## src/rtl/mips_mem_arbiter.sv

```systemverilog
// Instruction/data arbiter in front of a single-port memory with combinational read and posedge write.
// Optional feature: define ARB_ROUND_ROBIN_EN for round-robin contention instead of fixed data priority.
module mips_mem_arbiter #(
    parameter logic [31:0] BOOT_BASE = 32'hBFC00000,
    parameter logic [31:0] HALT_ADDR = 32'h00000000,
    parameter logic [31:0] NOP_WORD  = 32'h00000000
) (
    input  logic        clk,
    input  logic        reset_n,
    input  logic        instr_req,
    input  logic [31:0] instr_address,
    output logic        instr_stall,
    output logic        instr_valid,
    output logic [31:0] instr_readdata,
    input  logic        data_read,
    input  logic        data_write,
    input  logic [31:0] data_address,
    input  logic [31:0] data_writedata,
    input  logic [3:0]  data_byteenable,
    output logic        data_stall,
    output logic        data_valid,
    output logic [31:0] data_readdata,
    output logic        data_err,
    output logic [31:0] mem_address,
    output logic        mem_read,
    output logic        mem_write,
    output logic [31:0] mem_writedata,
    output logic [3:0]  mem_byteenable,
    input  logic [31:0] mem_readdata
);

    typedef enum logic [1:0] {
        IDLE    = 2'd0,
        G_INSTR = 2'd1,
        G_DATA  = 2'd2
    } state_e;

    state_e      state_q, state_d;
    logic        halt_q;
    logic        store_q;
    logic [31:0] instr_readdata_q;
    logic [31:0] data_readdata_q;
    logic        err_q;

    logic        instr_halt;
    logic        instr_pend;
    logic        data_pend;

    // A fetch to the boot vector is always forwarded, even if it coincides with HALT_ADDR.
    assign instr_halt = reset_n && instr_req && (instr_address == HALT_ADDR) && (HALT_ADDR != BOOT_BASE);
    assign instr_pend = reset_n && instr_req && !instr_halt;
    assign data_pend  = reset_n && (data_read || data_write);

`ifdef ARB_ROUND_ROBIN_EN
    logic last_data_q;
`endif

    always_comb begin
        state_d = IDLE;
        if (instr_pend && data_pend) begin
`ifdef ARB_ROUND_ROBIN_EN
            state_d = last_data_q ? G_INSTR : G_DATA;
`else
            state_d = G_DATA;
`endif
        end else if (instr_pend) begin
            state_d = G_INSTR;
        end else if (data_pend) begin
            state_d = G_DATA;
        end
    end

    always_comb begin
        mem_address    = '0;
        mem_read       = 1'b0;
        mem_write      = 1'b0;
        mem_writedata  = '0;
        mem_byteenable = '0;
        case (state_d)
            G_INSTR: begin
                mem_address = instr_address;
                mem_read    = 1'b1;
            end
            G_DATA: begin
                mem_address = data_address;
                if (data_write) begin
                    mem_write      = 1'b1;
                    mem_writedata  = data_writedata;
                    mem_byteenable = data_byteenable;
                end else begin
                    mem_read = 1'b1;
                end
            end
            default: ;
        endcase
    end

    assign instr_stall = instr_pend && (state_d != G_INSTR);
    assign data_stall  = data_pend && (state_d != G_DATA);

    always_ff @(posedge clk or negedge reset_n) begin
        if (!reset_n) begin
            state_q          <= IDLE;
            halt_q           <= 1'b0;
            store_q          <= 1'b0;
            instr_readdata_q <= '0;
            data_readdata_q  <= '0;
            err_q            <= 1'b0;
        end else begin
            state_q <= state_d;
            halt_q  <= instr_halt;
            store_q <= data_write;
            if (state_d == G_INSTR) begin
                instr_readdata_q <= mem_readdata;
            end else if (instr_halt) begin
                instr_readdata_q <= NOP_WORD;
            end
            if (state_d == G_DATA && !data_write) begin
                data_readdata_q <= mem_readdata;
            end
            if (data_read && data_write) begin
                err_q <= 1'b1;
            end
        end
    end

`ifdef ARB_ROUND_ROBIN_EN
    // Reset to DATA so the first contention goes to the instruction port.
    always_ff @(posedge clk or negedge reset_n) begin
        if (!reset_n) begin
            last_data_q <= 1'b1;
        end else if (state_d == G_INSTR) begin
            last_data_q <= 1'b0;
        end else if (state_d == G_DATA) begin
            last_data_q <= 1'b1;
        end
    end
`endif

    assign instr_valid    = (state_q == G_INSTR) || halt_q;
    assign data_valid     = (state_q == G_DATA) && !store_q;
    assign instr_readdata = instr_readdata_q;
    assign data_readdata  = data_readdata_q;
    assign data_err       = err_q;

endmodule

```

## config.mk

```make
export PLATFORM = sky130hd
export DESIGN_NAME = mips_mem_arbiter
export DESIGN_NICKNAME = d
export VERILOG_FILES = /design/src/rtl/mips_mem_arbiter.sv
export SDC_FILE = /design/constraint.sdc
export NUM_CORES = 1
export LEC_CHECK = 0
export CAP_MARGIN = 25
export CORE_AREA = 2 2 107 109
export CTS_CLUSTER_SIZE = 8
export DETAILED_ROUTE_END_ITERATION = 10
export DIE_AREA = 0 0 109 111
export PLACE_DENSITY = 0.87
export SLEW_MARGIN = 40
export SYNTH_ARGS = -nofsm -noshare
export SYNTH_HDL_FRONTEND = slang
export SYNTH_SLANG_ARGS = --single-unit
```

## constraint.sdc

```tcl
create_clock -name clk -period 1.8 [get_ports clk]
set_input_delay 0.18 -clock clk [delete_from_list [all_inputs] [get_ports clk]]
set_output_delay 0.18 -clock clk [all_outputs]
set_load 0.1 [all_outputs]
```

* Yosys cells after proc, flatten, opt, wreduce, memory -nomap -nowiden
Cells that the tools add are included.
** Word-level totals
- Word-level logic and storage cells :: 43
- Input port bits :: 137
- Register bits after elaboration :: 69
** Operators by class
- Multiplexer cells :: 14
- Equal/unequal tests :: 6
- Reductions and logical operators :: 17
** Operator list (number)
- $mux W32 :: 4
- $pmux W32 S2 :: 1
- $logic_not A32 Y1 :: 1
- $logic_and A1 B1 Y1 :: 10
- $mux W4 :: 2
- $mux W2 :: 3
- $eq A2 B1 Y1 const B :: 2
- $eq A2 B2 Y1 const B :: 2
- $logic_not A1 Y1 :: 3
- $mux W1 :: 3
- $logic_or A1 B1 Y1 :: 2
- $ne A2 B1 Y1 const B :: 1
- $ne A2 B2 Y1 const B :: 1
- $pmux W1 S2 :: 1
- $reduce_bool A2 Y1 :: 1

* Longest topological paths before layout
- Depth in word-level cells :: 8
- Mapped depth :: 6
- Depth with buffers taken out :: 5

* Worst setup path after synthesis
No wires, ideal clock.
- Kind :: input to output
- From :: input data_read
- To :: output mem_read
- Slack :: -1.110 ns
- Data required time :: 1.620 ns
- Stages on the path :: 4
- Path buffers :: 1
- Arrival :: 2.730 ns
- Path through :: o21ai_1 > inv_2 > buf_2 > o21ai_0
** Between the ends
- Cells in the longest elaborated chain, start to end :: 7
- Elaborated cells on any way between the ends :: 9
- Classes of those cells :: 2 x eq/ne; 4 x mux; 3 x reduce/logical
** Ends and longest elaborated chain
- start: declaration :: RTL line 15 : input logic data_read,
- $logic_or A1 B1 Y1 * :: RTL line 52 : assign data_pend = reset_n && (data_read || data_write);
- $logic_and A1 B1 Y1 * :: RTL line 52
- $mux W2 :: RTL line 68 : end else if (data_pend) begin
- $mux W2 :: RTL line 66 : end else if (instr_pend) begin
- $mux W2 * :: RTL line 60 : if (instr_pend && data_pend) begin
- $eq A2 B2 Y1 / $eq A2 B1 Y1 (equally long branches) :: RTL line 79 : case (state_d)
- $pmux W1 S2 * :: RTL line 79
- end: declaration :: RTL line 25 : output logic mem_read,
Every way passes the cells marked *; elsewhere a longest branch is shown, timed or not.

* Worst setup path after layout
- From :: input instr_address[10]
- To :: output mem_read
** Between the ends
- Cells in the longest elaborated chain, start to end :: 8
- Elaborated cells on any way between the ends :: 10
- Classes of those cells :: 2 x eq/ne; 3 x mux; 5 x reduce/logical
** Ends and longest elaborated chain
- start: declaration :: RTL line 11 : input logic [31:0] instr_address,
- $logic_not A32 Y1 * :: RTL line 50 : assign instr_halt = reset_n && instr_req && (instr_address == HALT_ADDR) && (HALT_ADDR != BOOT_BASE);
- $logic_and A1 B1 Y1 * :: RTL line 50
- $logic_not A1 Y1 * :: RTL line 51 : assign instr_pend = reset_n && instr_req && !instr_halt;
- $logic_and A1 B1 Y1 * :: RTL line 51
- $mux W2 / $logic_and A1 B1 Y1 (equally long branches) :: RTL line 66, 60
- $mux W2 * :: RTL line 60
- $eq A2 B2 Y1 / $eq A2 B1 Y1 (equally long branches) :: RTL line 79
- $pmux W1 S2 * :: RTL line 79
Marked as above.

==> run_results.csv <==
group,metric,value,unit
critical_path,critPathRequiredTime,1.62,ns
drt,dr.pass1.iters,5,
critical_path,cp-start-kind,"primary input",
drt,drt_wl_total,16.07,mm
yosys,synth-async-reset-ratio,1.000,
sta,report.final.setup_viol,1,
layout,synthToLayoutAreaGrowth,112.1,%
clock_tree,clock_tree_from_tritoncts,"yes",
place,total_half_perimeter_wirelength_after_legalization_and_detailed_placement,11.91,mm
critical_path,timing.critical_path.to_type,"output pin",
global_route,antenna_found_initial,0,
drt,vias,4447,
drt,met2_wirelength,8.516,mm
drt,routed-wl-met3,1.276,mm
yosys,synthDominantAreaCellType,"sky130_fd_sc_hd__dfrtp_1",
sta,fmaxAchievable,553.9,MHz
hold_path,hold_crit_start,"data_read",
critical_path,worstPathMaxFanout,3,
critical_path,critical_path_arrival,1.63,ns
run_status,failed_checks,"setup timing",
global_route,grt_use_total,0.2562,
yosys,count_of_state_elements_after_synthesis,69,
sta,skew,0,ns
yosys,ys_top_cells_by_count,"sky130_fd_sc_hd__dfrtp_1, sky130_fd_sc_hd__nand2_1, sky130_fd_sc_hd__and3_1",
power_and_ir_drop,vdd.ir_drop.worst,758.0,uV
run_status,run_status,"finished with violations",
sta,post-route-min-period,1.805,ns
die,die_height,111,um
yosys,yosysWarnings,0,
layout,fillCellCount,741,
die,initial_core_util,0.3353,
die,die_area,0.01210,mm^2
die,core_rows,39,
clock_tree,cts_buffer_depth,2,
drt,routed_met1_length,5.762,mm
power_and_ir_drop,power,8.526,mW
yosys,syn-num-nets,564,
layout,insertedDiodeCount,0,
sta,final_max_slew_viol_count,0,
global_route,grt_max_degree,66,
yosys,most_used_flip_flop_cell_after_synthesis,"sky130_fd_sc_hd__dfrtp_1",
flow_run,drv.max_cap_violation_count,0,
critical_path,crit-reg2reg-launch,"instr_readdata[23]",
clock_tree,cts_htree_levels,3,
yosys,synthCells,427,
layout,design.final.nets,844,
yosys,synth.cell_area,0.003714,mm^2
yosys,post_synth_main_area_contributors,"sky130_fd_sc_hd__dfrtp_1, sky130_fd_sc_hd__mux2_2, sky130_fd_sc_hd__nand2_1",
drt,top_signal_layer_used,"met4",
die,die_w,109,um
place,gp_routability_congestion,0.9517,
critical_path,worst-r2r-cell-count,2,
power_and_ir_drop,power_leakage,3.770,nW
layout,proportion_of_layout_cells_with_a_drive_suffix_above_1,0.3371,
global_route,grt_overflow_total,0,
yosys,post-synth-top-count-cell,"sky130_fd_sc_hd__dfrtp_1",
critical_path,regToRegEndpoint,"instr_readdata[23]",
critical_path,reg2reg_setup_slack,0.99,ns
drt,drt_drc_violations_left,0,
drt,vias_per_cell,5.201,
hold_path,worst_hold_path.num_cells,2,
die,io_pins,276,
yosys,synthDominantCellAreaShare,0.4650,
place,dp_worst_setup_slack,-0.3254,ns
place,postPlaceCellArea,0.007356,mm^2
place,buffer_ports.inserted,274,
clock_tree,insertion_delay,0.33,ns
yosys,synth.yosys.seq_area_share,0.4650,
yosys,syn-mean-instance-area,8.697,um^2
sta,worst_slew_margin_rel,0.6616,
die,core,0.01108,mm^2
layout,final_area,0.007875,mm^2
clock_tree,cts_inserted_buffers,9,
hold_path,holdPathEnd,"data_err",
drt,antenna_violating_nets_post_route,0,
sta,tightestPinTransition,0.5059,ns
sta,period_share,1.003,
clock_tree,cts.sink_count,69,
sta,timing.final.hold_violations,0,
drt,routedWlPerCell,18.80,um
global_route,first_global_vias,4624,
drt,drtIter0Drc,412,
sta,setup_ws,-0.005332,ns
yosys,library_cells_used_by_synthesis,25,
critical_path,crit_type,"in2out",
global_route,grt_first_pass_wirelength,24.04,mm
clock_tree,clkSlewWorstSetupHoldPaths,0.06,ns
power_and_ir_drop,powerDensity,1083,mW/mm^2
clock_tree,clock_tree.root_cell,"sky130_fd_sc_hd__clkbuf_16",
layout,final_core_utilization,0.7109,
yosys,synth_edf_count,0,
hold_path,min_path_type,"in2reg",
[critical path: stages]
cell and delay (ns):
sky130_fd_sc_hd__clkdlybuf4s50_1 0.45, sky130_fd_sc_hd__nor4_2 0.20, sky130_fd_sc_hd__nand4_1 0.24, sky130_fd_sc_hd__o21ai_2 0.27, sky130_fd_sc_hd__o21ai_2 0.11, sky130_fd_sc_hd__buf_12 0.17
[flip-flops by register name, indices dropped and copies added (netlist names)]
name,count
data_err,1
state_q,2
data_readdata,32
store_q,1
halt_q,1
instr_readdata,32
[power by group]
part           total (mW)  internal [mW]  switching [mW]
clock                1.95           1.26           0.693
sequential           2.01           1.82           0.188
combinational        4.57           1.26            3.31
total                8.53           4.33            4.19
[final cells by class]
type	instances	area, um^2	area share
well taps	143	178.9	0.02272
clock inverters	6	93.84	0.01192
inverters	2	7.507	0.0009533
multi-input cells	316	1869	0.2374
clock buffers	10	239.0	0.03035
flip-flops and latches	69	1727	0.2193
repair buffers	309	3760	0.4774
[timing repair]
action                                  in CTS  in global routing
gates resized for setup                     11                 30
hold buffers                                 2                  0
pin swaps                                    4                 12
hold endpoints to repair                    13                  0
cloned                                       1                  0
endpoints found under the setup margin      22                 37
setup buffers                                1                  1
[per-layer routing]
| layer | track usage | vias up |
|---|---|---|
| met5 | 0 | - |
| met4 | 0.1000 | 0 |
| met3 | 0.05526 | 54 |
| met2 | 0.4654 | 262 |
| met1 | 0.2852 | 2092 |
| li1 | - | 2039 |
[through the flow]
step | hold WS, ns | setup TNS (ns) | instances
2_1_floorplan | -0.1156 | -0.6493 | 427
3_3_place_gp | 0.02437 | -6.014 | 834
3_5_place_dp | 0.03055 | -9.100 | 834
4_1_cts | 0.2744 | -0.01492 | 854
5_1_grt | 0.2834 | -0.07894 | 855
6_report | 0.2805 | -0.005332 | 855
[cell families (layout without fill, tap and decap cells)]
family	Yosys count	in the layout	synth area share
buf+inv	42	327	0.05323
simple gates	246	246	0.3325
mux	32	32	0.09704
compound gates	37	37	0.05121
other cells	1	1	0.001010
flops	69	69	0.4650
[layout by cell type (no fill, tap or decap), types with 2 or more instances in the layout]
cell	n
sky130_fd_sc_hd__a21o_1	2
sky130_fd_sc_hd__and3_1	36
sky130_fd_sc_hd__buf_12	81
sky130_fd_sc_hd__buf_4	89
sky130_fd_sc_hd__bufinv_16	2
sky130_fd_sc_hd__clkbuf_16	9
sky130_fd_sc_hd__clkdlybuf4s50_1	107
sky130_fd_sc_hd__clkinv_4	2
sky130_fd_sc_hd__dfrtp_1	69
sky130_fd_sc_hd__dlygate4sd2_1	4
sky130_fd_sc_hd__dlygate4sd3_1	2
sky130_fd_sc_hd__dlymetal6s2s_1	24
sky130_fd_sc_hd__mux2_2	32
sky130_fd_sc_hd__nand2_1	65
sky130_fd_sc_hd__nand3_1	32
sky130_fd_sc_hd__nand4_1	2
sky130_fd_sc_hd__nor2_1	33
sky130_fd_sc_hd__nor3_1	29
sky130_fd_sc_hd__nor3_2	4
sky130_fd_sc_hd__nor4_2	8
sky130_fd_sc_hd__o21ai_0	30
sky130_fd_sc_hd__o21ai_1	2
sky130_fd_sc_hd__o21ai_2	2
sky130_fd_sc_hd__or3_1	32
[worst max-delay path by stage]
stage / cells after the start / end / slack (ns) / startpoint
2_1_floorplan: 4 / mem_read / -0.35 / reset_n
4_1_cts: 6 / mem_read / -0.01 / instr_address[10]
6_report: 6 / mem_read / -0.005 / instr_address[10]
3_3_place_gp: 6 / mem_read / -0.29 / instr_address[13]
3_5_place_dp: 6 / mem_read / -0.33 / instr_address[13]
5_1_grt: 6 / mem_read / -0.05 / instr_address[10]
(Power assumes the default switching activity.)
